File: src/rtl/instr_sequencer.sv
// Control-flow sequencer for the 4-bit core: A1..X3 cycle counter, OPR/OPA latching,
// two-word instruction tracking, PC increment/load, FIM pair writes and a JMS/BBL return stack.
// Optional macro STACK_GUARD_EN: saturating stack with sticky overflow/underflow flags.
module instr_sequencer #(
  parameter int ADDR_W      = 12,
  parameter int STACK_DEPTH = 3
) (
  input  logic              clk,
  input  logic              rstN,
  input  logic [3:0]        romNibble,
  input  logic [ADDR_W-1:0] pcCur,
  input  logic              carryIn,
  input  logic              accZero,
  input  logic              testIn,
  input  logic              regZeroNext,
  output logic [2:0]        cycle,
  output logic [3:0]        opr,
  output logic [3:0]        opa,
  output logic              word2,
  output logic              pcInc,
  output logic              pcLoad,
  output logic [ADDR_W-1:0] pcTarget,
  output logic              pairWe,
  output logic [3:0]        pairAddr,
  output logic [7:0]        pairDin,
  output logic              stackOvf,
  output logic              stackUnf
);

  // Handshake-free block: every action is a single-clock pulse tied to a fixed cycle slot,
  // so consumers sample pcInc/pcLoad/pairWe on the clock edge that ends the pulse.
  localparam logic [0:0] S_FETCH1 = 1'b0;
  localparam logic [0:0] S_WORD2  = 1'b1;

  localparam logic [3:0] OP_JCN = 4'h1;
  localparam logic [3:0] OP_FIM = 4'h2;
  localparam logic [3:0] OP_JUN = 4'h4;
  localparam logic [3:0] OP_JMS = 4'h5;
  localparam logic [3:0] OP_ISZ = 4'h7;
  localparam logic [3:0] OP_BBL = 4'hC;

  localparam int PW = $clog2(STACK_DEPTH + 1);
  localparam int IW = (STACK_DEPTH > 1) ? $clog2(STACK_DEPTH) : 1;

  logic [2:0]        cycle_q, cycle_d;
  logic [0:0]        state_q, state_d;
  logic [3:0]        opr_q, opr_d, opa_q, opa_d;
  logic [3:0]        w2_hi_q, w2_hi_d, w2_lo_q, w2_lo_d;
  logic              cc_q, cc_d;
  logic [PW-1:0]     ptr_q, ptr_d;
  logic [ADDR_W-1:0] stack_q [STACK_DEPTH];

  logic              wrap, two_word, cc_raw;
  logic              do_push, do_pop, push_en;
  logic [IW-1:0]     idx_push, idx_pop;
  logic [PW-1:0]     ptr_dec;
  logic [ADDR_W-1:0] pop_val, far_tgt, near_tgt;

  assign wrap     = (cycle_q == 3'd7);
  assign two_word = (opr_q == OP_JCN) || (opr_q == OP_JUN) || (opr_q == OP_JMS) ||
                    (opr_q == OP_ISZ) || ((opr_q == OP_FIM) && !opa_q[0]);
  assign cc_raw   = ((~testIn & opa_q[0]) | (carryIn & opa_q[1]) | (accZero & opa_q[2])) ^ opa_q[3];

  always_comb begin
    cycle_d = cycle_q + 3'd1;
    state_d = state_q;
    opr_d   = opr_q;
    opa_d   = opa_q;
    w2_hi_d = w2_hi_q;
    w2_lo_d = w2_lo_q;
    cc_d    = cc_q;
    if (wrap) state_d = (state_q == S_FETCH1 && two_word) ? S_WORD2 : S_FETCH1;
    // Word 1 nibbles become OPR/OPA; word 2 nibbles form the 8-bit operand.
    if (state_q == S_FETCH1) begin
      if (cycle_q == 3'd3) opr_d = romNibble;
      if (cycle_q == 3'd4) opa_d = romNibble;
      if (wrap)            cc_d  = cc_raw;
    end else begin
      if (cycle_q == 3'd3) w2_hi_d = romNibble;
      if (cycle_q == 3'd4) w2_lo_d = romNibble;
    end
  end

  always_comb begin
    far_tgt        = pcCur;
    far_tgt[11:0]  = {opa_q, w2_hi_q, w2_lo_q};
    near_tgt       = pcCur;
    near_tgt[7:0]  = {w2_hi_q, w2_lo_q};
    do_push  = 1'b0;
    do_pop   = 1'b0;
    pcLoad   = 1'b0;
    pcTarget = '0;
    pairWe   = 1'b0;
    pairAddr = 4'h0;
    pairDin  = 8'h00;
    if (wrap && state_q == S_WORD2) begin
      case (opr_q)
        OP_JUN: begin pcLoad = 1'b1; pcTarget = far_tgt; end
        OP_JMS: begin pcLoad = 1'b1; pcTarget = far_tgt; do_push = 1'b1; end
        OP_JCN: if (cc_q)         begin pcLoad = 1'b1; pcTarget = near_tgt; end
        OP_ISZ: if (!regZeroNext) begin pcLoad = 1'b1; pcTarget = near_tgt; end
        OP_FIM: begin
          pairWe   = 1'b1;
          pairAddr = {opa_q[3:1], 1'b0};
          pairDin  = {w2_hi_q, w2_lo_q};
        end
        default: ;
      endcase
    end else if (wrap && opr_q == OP_BBL) begin
      pcLoad   = 1'b1;
      pcTarget = pop_val;
      do_pop   = 1'b1;
    end
  end

`ifdef STACK_GUARD_EN
  // ptr counts valid entries; full pushes are dropped and empty pops return zero.
  localparam logic [PW-1:0] PTR_FULL = PW'(STACK_DEPTH);
  logic ovf_q, unf_q, pop_en;

  always_comb begin
    push_en  = do_push && (ptr_q != PTR_FULL);
    pop_en   = do_pop && (ptr_q != '0);
    ptr_dec  = ptr_q - 1'b1;
    idx_push = ptr_q[IW-1:0];
    idx_pop  = ptr_dec[IW-1:0];
    pop_val  = (ptr_q != '0) ? stack_q[idx_pop] : '0;
    ptr_d    = ptr_q;
    if (push_en)     ptr_d = ptr_q + 1'b1;
    else if (pop_en) ptr_d = ptr_dec;
  end

  always_ff @(posedge clk or negedge rstN) begin
    if (!rstN) begin
      ovf_q <= 1'b0;
      unf_q <= 1'b0;
    end else begin
      if (do_push && !push_en) ovf_q <= 1'b1;
      if (do_pop && !pop_en)   unf_q <= 1'b1;
    end
  end

  assign stackOvf = ovf_q;
  assign stackUnf = unf_q;
`else
  // Circular pointer: a push past depth silently overwrites the oldest entry.
  localparam logic [PW-1:0] PTR_LAST = PW'(STACK_DEPTH - 1);

  always_comb begin
    push_en  = do_push;
    ptr_dec  = (ptr_q == '0) ? PTR_LAST : ptr_q - 1'b1;
    idx_push = ptr_q[IW-1:0];
    idx_pop  = ptr_dec[IW-1:0];
    pop_val  = stack_q[idx_pop];
    ptr_d    = ptr_q;
    if (do_push)     ptr_d = (ptr_q == PTR_LAST) ? '0 : ptr_q + 1'b1;
    else if (do_pop) ptr_d = ptr_dec;
  end

  assign stackOvf = 1'b0;
  assign stackUnf = 1'b0;
`endif

  always_ff @(posedge clk or negedge rstN) begin
    if (!rstN) begin
      cycle_q <= 3'd0;
      state_q <= S_FETCH1;
      opr_q   <= 4'h0;
      opa_q   <= 4'h0;
      w2_hi_q <= 4'h0;
      w2_lo_q <= 4'h0;
      cc_q    <= 1'b0;
      ptr_q   <= '0;
      for (int i = 0; i < STACK_DEPTH; i++) stack_q[i] <= '0;
    end else begin
      cycle_q <= cycle_d;
      state_q <= state_d;
      opr_q   <= opr_d;
      opa_q   <= opa_d;
      w2_hi_q <= w2_hi_d;
      w2_lo_q <= w2_lo_d;
      cc_q    <= cc_d;
      ptr_q   <= ptr_d;
      if (push_en) stack_q[idx_push] <= pcCur;
    end
  end

  assign cycle = cycle_q;
  assign opr   = opr_q;
  assign opa   = opa_q;
  assign word2 = (state_q == S_WORD2);
  assign pcInc = (cycle_q == 3'd2);

endmodule

File: config.mk
export PLATFORM = sky130hd
export DESIGN_NAME = instr_sequencer
export DESIGN_NICKNAME = d
export VERILOG_FILES = /design/src/rtl/instr_sequencer.sv
export SDC_FILE = /design/constraint.sdc
export NUM_CORES = 1
export LEC_CHECK = 0
export ABC_AREA = 1
export CAP_MARGIN = 15
export CORE_ASPECT_RATIO = 1.75
export CORE_MARGIN = 1
export CORE_UTILIZATION = 50
export CTS_BUF_LIST = sky130_fd_sc_hd__clkbuf_16
export CTS_CLUSTER_DIAMETER = 100
export CTS_CLUSTER_SIZE = 12
export DETAILED_ROUTE_END_ITERATION = 8
export PLACE_DENSITY_LB_ADDON = 0.12
export SETUP_SLACK_MARGIN = 0.5
export SLEW_MARGIN = 20
export SYNTH_ARGS = -nofsm -noshare
export SYNTH_HDL_FRONTEND = slang
export SYNTH_SLANG_ARGS = --single-unit
File: constraint.sdc
create_clock -name clk -period 4.6 [get_ports clk]
set_input_delay 0.46 -clock clk [delete_from_list [all_inputs] [get_ports clk]]
set_output_delay 0.46 -clock clk [all_outputs]
set_load 0.1 [all_outputs]
==> results of run 1 <==
## metal layers
metal  wire (microns)  share of wire, %  global-route usage (%)
met1             3570                41                    31.3
met2             4630                53                    44.5
met3              306               3.5                    5.69
met4              262               3.0                    13.2
met5                0                 0                       0
## cell usage in the layout, fill, tap and decap left out, drive strengths merged
| cell type | instances |
|---|---|
| conb | 3 |
| nor3b | 2 |
| bufinv | 1 |
| ha | 11 |
| nand3 | 25 |
| nand2 | 163 |
| nor2 | 40 |
| o22ai | 12 |
| o21ai | 64 |
| buf | 19 |
| clkbuf | 9 |
| inv | 45 |
| dfrtp | 59 |
| or2 | 1 |
| nand3b | 13 |
| clkdlybuf4s50 | 42 |
| nor3 | 9 |
| clkinv | 3 |
## kinds of logic after synthesis
family          after synthesis  share of synthesized area (%)
simple gates                253                           31.7
compound gates               76                           12.9
buf+inv                      68                           9.13
flops                        59                           42.2
fa+ha+maj                    11                           3.94
other cells                   1                          0.107
## final cells by class
class                      count  area [sq um]
tap                           84           105
sequential                    59          1480
inverter                      44           165
clock inverter                 5          47.5
multi-input combinational    343          1710
clock buffer                   9           225
timing repair buffer          61           561
fill                         641          2520
## worst max path at each step
stage              from     endpoint  slack [ns]  cells after the start
4_1_cts        cycle[1]   pairDin[0]        1.01                      5
3_5_place_dp   cycle[1]   pairDin[0]        1.38                      5
3_3_place_gp   cycle[1]   pairDin[0]        1.56                      5
6_report       cycle[1]   pairDin[0]        1.05                      5
5_1_grt        cycle[1]   pairDin[0]        0.85                      5
2_1_floorplan  cycle[1]  pairAddr[3]        0.15                      5
## stage by stage
stage | area, sq um | hold slack, ns | cells | setup slack [ns] | total power, mW
final | 4290 | 0.276 | 605 | 1.05 | 2.24
after global routing | 4290 | 0.356 | 605 | 0.855 | 2.38
after CTS | 4290 | 0.318 | 605 | 1.01 | 2.25
after detailed placement | 4020 | 0.464 | 591 | 1.38 | 1.61
after global placement | 4020 | 0.459 | 591 | 1.56 | 1.59
after floorplan | 3500 | 0.164 | 470 | 0.146 | 1.40
## critical path: stages, from the launching register on
cell             delay [ns]
dfrtp_1                0.39
ha_1                   0.19
ha_1                   0.19
nand2_1                0.39
nor3_1                 0.39
clkdlybuf4s50_1        1.20
## power by group through the flow
stage                     Sequential (mW)  Combinational, mW  Clock (mW)
after global placement              0.737              0.855           0
final                               0.739              0.870       0.628
after CTS                           0.736              0.874       0.636
after global routing                0.755              0.961       0.661
after detailed placement            0.742              0.869           0
after floorplan                     0.898              0.499           0
## sequential cells by signal (all words and copies together), names as in the netlist
register	count
cc_q	1
cycle	3
idx_push	2
opa	4
opr	4
stack_q	36
w2_hi_q	4
w2_lo_q	4
word2	1
==> run_results.csv, run 1 <==
group,metric,value,unit
status,status,"finished clean",
timing,worst_slew_margin_rel,34.2,%
timing,finalCriticalPeriod,3.55,ns
yosys,ys_seq_area_share,42.2,%
layout,n_antenna_cell,0,
worst_hold_path,hp-class,"input port to async pin",
routing,routedWlPerCell,14.5,microns
floorplanning,core_area,6810,sq um
yosys,yosys.area.top_type,"dfrtp_1",
power_and_ir_drop,power_frac_comb,38.9,%
routing,vias_per_cell,5.19,
timing,final_max_slew_viol_count,0,
critical_path,endpoint_kind,"primary output",
critical_path,crit_type,"register to primary output",
place,portBuffers,59,
floorplanning,die_y,113,microns
power_and_ir_drop,power.share.switching,42.2,%
yosys,synth_edf_count,0,
routing,drtIter0Drc,222,
layout,fin_nets,551,
clocking,cts_htree_levels,3,
timing,tns,0,ns
place,gp_congestion,0.844,
place,hpwl,6180,microns
yosys,syn_avg_cell_area,7.47,sq um
global_route,antenna_found_initial,0,
clocking,post-cts-setup-buffers,0,
layout,fin_util,63.0,%
floorplanning,dieArea,7340,sq um
yosys,synth_common_cells,"nand2_1, dfrtp_1, inv_1",
clocking,ctsHoldBuffers,0,
power_and_ir_drop,pwr-share-clk,28.1,%
timing,max_freq,282,MHz
critical_path,reg2reg_from,"cycle[0]",
power_and_ir_drop,power.internal,1.29,mW
yosys,ys_types,25,
routing,antenna_left,0,
global_route,grt_max_degree,60,
timing,tightest_slew,0.984,ns
yosys,synth_top_area_share,42.2,%
clocking,root_buffer,"clkbuf_16",
yosys,synth_ff_type,"dfrtp_1",
timing,timing.final.hold_violations,0,
global_route,track_usage,26.5,%
yosys,synth_area,3500,sq um
global_route,grt_pass1_vias,3092,
floorplanning,start_util,51.4,%
routing,drcViolationCount,0,
power_and_ir_drop,power.switching,944,uW
yosys,yosysMostFrequentCell,"nand2_1",
clocking,clk_pin_slew,0.05,ns
timing,rsz0062_at_grt,"false",
clocking,cts_resized,0,
yosys,synthesis.yosys.warnings,0,
power_and_ir_drop,vdd_drop_max,0.463,mV
yosys,synthCells,468,
global_route,grt_pass1_wl,14700,microns
timing,fin_worst_skew,0.00461,ns
run,max-cap-violations,0,
clocking,cts_tree,"done",
floorplanning,io_pins,63,
timing,timing.final.setup_violations,0,
critical_path,r2r-end,"idx_push[1]",
critical_path,start_kind,"register",
clocking,numClockSinks,59,
global_route,overflow,0,
floorplanning,die_x,65.2,microns
clocking,cts_buffers,9,
timing,period_share,77.1,%
critical_path,required,4.14,ns
routing,first_pass_iters,5,
routing,wl,8760,microns
power_and_ir_drop,p_seq_share,33.0,%
routing,vias,3139,
critical_path,ff2ff_path_depth,7,
layout,areaGrowthSynthToFinish,22.7,%
clocking,clock_latency,0.33,ns
yosys,synth-async-reset-ratio,100,%
clocking,clockBufferDepth,2,
power_and_ir_drop,power-per-cell-area,522,nW/um^2
layout,drive_gt1_share,10.6,%
power_and_ir_drop,p_leak,2.22,nW
yosys,yosys-top-cells-area,"dfrtp_1, nand2_1, inv_1, o21ai_0, nor2_1",
critical_path,cp.arrival,3.09,ns
critical_path,cp_max_fo,14,
critical_path,regToRegSetupSlack,2.40,ns
floorplanning,rows,40,
yosys,yosys_register_bits,59,
Power figures use the tool's default switching activity.
==> inputs of run 2 (changes only) <==
- CORE_UTILIZATION: 50 -> 48
- clock period: 4.6 -> 3 ns (I/O delays scaled with it)
==> run 2 against run 1 <==
Effect of this change:
- register-to-register slack got worse by 1.4 ns
- sequential power increased by 57%
- routed wire length is 6.5% higher
- critical path type unchanged
- clock skew barely moved
- critical path depth up 4
- die area up 4.1%
- the flow now finishes with violations (hold timing)
- sequential share of layout area decreased by 4.1 points
- sequential cell count unchanged
- clock power is 83% higher
- largest cell class unchanged
- via count rose by 2.8%
- cell count is 2.0% higher
- core utilization rose by 7.8 points
==> run_results.csv, run 2 (synthesis gave the netlist of run 1 again) <==
group,metric,value,unit
critical_path,required,2.70,ns
layout,finish.instance_area,4930,sq um
clocking,numClockSinks,59,
global_route,antenna_found_initial,0,
global_route,grt_max_degree,49,
critical_path,endpoint_kind,"primary output",
layout,areaGrowthSynthToFinish,40.9,%
floorplanning,die_x,66.5,microns
floorplanning,io_pins,63,
layout,mostFrequentLayoutCells,"nand2_1, dfrtp_1, inv_1, nor2_1, o21ai_0",
layout,fin_cells,617,
global_route,globalRouteMet1Util,30.4,%
timing,worst_slew_margin_rel,58.3,%
critical_path,cp_max_fo,7,
global_route,busiest_layer,"met2",
layout,n_antenna_cell,0,
critical_path,worstPathCellList,"ha_4 -> ha_2 -> inv_1 -> nor2_2 -> nand3_4 -> clkinvlp_4 -> nand2_1 -> nand2_2 -> buf_12",
clocking,cts_buffers,9,
timing,tns,0,ns
global_route,overflow,0,
timing,max_freq,421,MHz
global_route,grt_pass1_wl,15400,microns
routing,drcViolationCount,0,
power_and_ir_drop,power_frac_comb,39.3,%
routing,vias,3226,
floorplanning,die_y,115,microns
routing,wl,9330,microns
clocking,clk_pin_slew,0.05,ns
power_and_ir_drop,totalPowerFinal,3.81,mW
layout,fin_nets,561,
run,max-cap-violations,0,
timing,holdWs,-0.0206,ns
timing,timing.final.hold_violations,25,
place,hpwl,6650,microns
power_and_ir_drop,vdd_drop_max,0.529,mV
routing,vias_per_cell,5.23,
status,violations,"hold timing",
critical_path,cp_slowest_cell,"dfrtp_4",
power_and_ir_drop,power.switching,1.58,mW
layout,fin_util,70.8,%
critical_path,worst-path-buf-inv,3,
routing,routedWlPerCell,15.1,microns
timing,period_share,79.3,%
floorplanning,dieArea,7640,sq um
power_and_ir_drop,power.share.switching,41.4,%
global_route,grtUsageMet3,4.07,%
timing,fin_worst_skew,0.00489,ns
floorplanning,rows,40,
global_route,grtUsageMet2,47.2,%
clocking,clockBufferDepth,2,
global_route,track_usage,27.3,%
clocking,cts_htree_levels,3,
clocking,root_buffer,"clkbuf_16",
place,gp_congestion,0.870,
worst_hold_path,hp-class,"input port to async pin",
power_and_ir_drop,power-per-cell-area,773,nW/um^2
place,portBuffers,59,
place,place_inst,598,
routing,drtIter0Drc,302,
layout,layout_commonest_cell,"nand2_1",
timing,finalCriticalPeriod,2.38,ns
clocking,clock_latency,0.33,ns
timing,final_max_slew_viol_count,0,
timing,rsz0062_at_grt,"false",
floorplanning,start_util,50.3,%
critical_path,crit_type,"register to primary output",
critical_path,start_kind,"register",
layout,largest_reg_flops,36,
layout,top_register,"stack_q",
power_and_ir_drop,pwr-share-clk,30.3,%
timing,tightest_slew,0.626,ns
power_and_ir_drop,p_seq_share,30.4,%
power_and_ir_drop,p_leak,2.48,nW
timing,timing.final.setup_violations,0,
clocking,cts_tree,"done",
power_and_ir_drop,power.internal,2.23,mW
layout,drive_gt1_share,24.2,%
global_route,grt_pass1_vias,3161,
critical_path,cp_top_family,"simple AND/OR/NAND/NOR gates",
routing,antenna_left,0,
critical_path,cpPeakStageDelay,0.43,ns
routing,first_pass_iters,5,
critical_path,cp.arrival,2.08,ns
status,status,"complete, but fails checks",
place,dpl_cell_area,4520,sq um
floorplanning,core_area,6960,sq um
-- run 2: routing by layer --
metal  up-vias  routed length (microns)
met5         -                        0
met4         0                      396
met3        26                      417
met2       109                     4930
met1      1479                     3580
li1       1612                        -
-- run 2: stage by stage --
step | hold slack, ns | setup WS (ns)
2_1_floorplan | 0.00441 | 0.500
3_3_place_gp | 0.459 | 0.641
3_5_place_dp | 0.468 | 0.607
4_1_cts | 0.213 | 0.500
5_1_grt | 0.0364 | 0.515
6_report | -0.0206 | 0.622
-- run 2: final timing paths --
check | start | end | slack, ns | cells after the start
hold reg to reg | stack_q[25] | stack_q[25] | 0.47 | 2
setup reg to reg | cycle[1] | stack_q[23] | 0.99 | 8
setup / recovery | cycle[1] | pcTarget[2] | 0.62 | 9
min in group clk | stack_q[25] | stack_q[25] | 0.47 | 2
max in group asynchronous | rstN | stack_q[3] | 2.39 | 2
hold / removal | rstN | cycle[1] | -0.02 | 1
-- run 2: cell type report --
class,count,area (sq um)
clock buffer,9,225
tap,84,105
inverter,44,169
timing repair inverter,1,7.51
clock inverter,7,109
fill,550,2030
sequential,59,1490
timing repair buffer,70,892
multi-input combinational,343,1920
-- run 2: repair_timing --
item,in CTS,in global routing
pin swaps,2,2
hold buffers,0,0
resized for setup,6,6
setup endpoints to repair,12,20
setup buffers,2,0
gates cloned,1,0
-- run 2: power groups by stage --
stage	Sequential (mW)	Clock, mW	Combinational (mW)
6_report	1.16	1.15	1.50
5_1_grt	1.18	1.20	1.64
4_1_cts	1.15	1.17	1.47
3_5_place_dp	1.16	0	1.43
3_3_place_gp	1.15	0	1.41
2_1_floorplan	1.39	0	0.818
-- run 2: worst register-to-register path, cell delays in order (launching register included) --
cell and delay, ns:
dfrtp_4 0.50, ha_4 0.17, ha_2 0.20, nand2_4 0.16
buf_4 0.33, nor2_8 0.11, nand2_4 0.27, nand2_1 0.13
o21ai_2 0.08
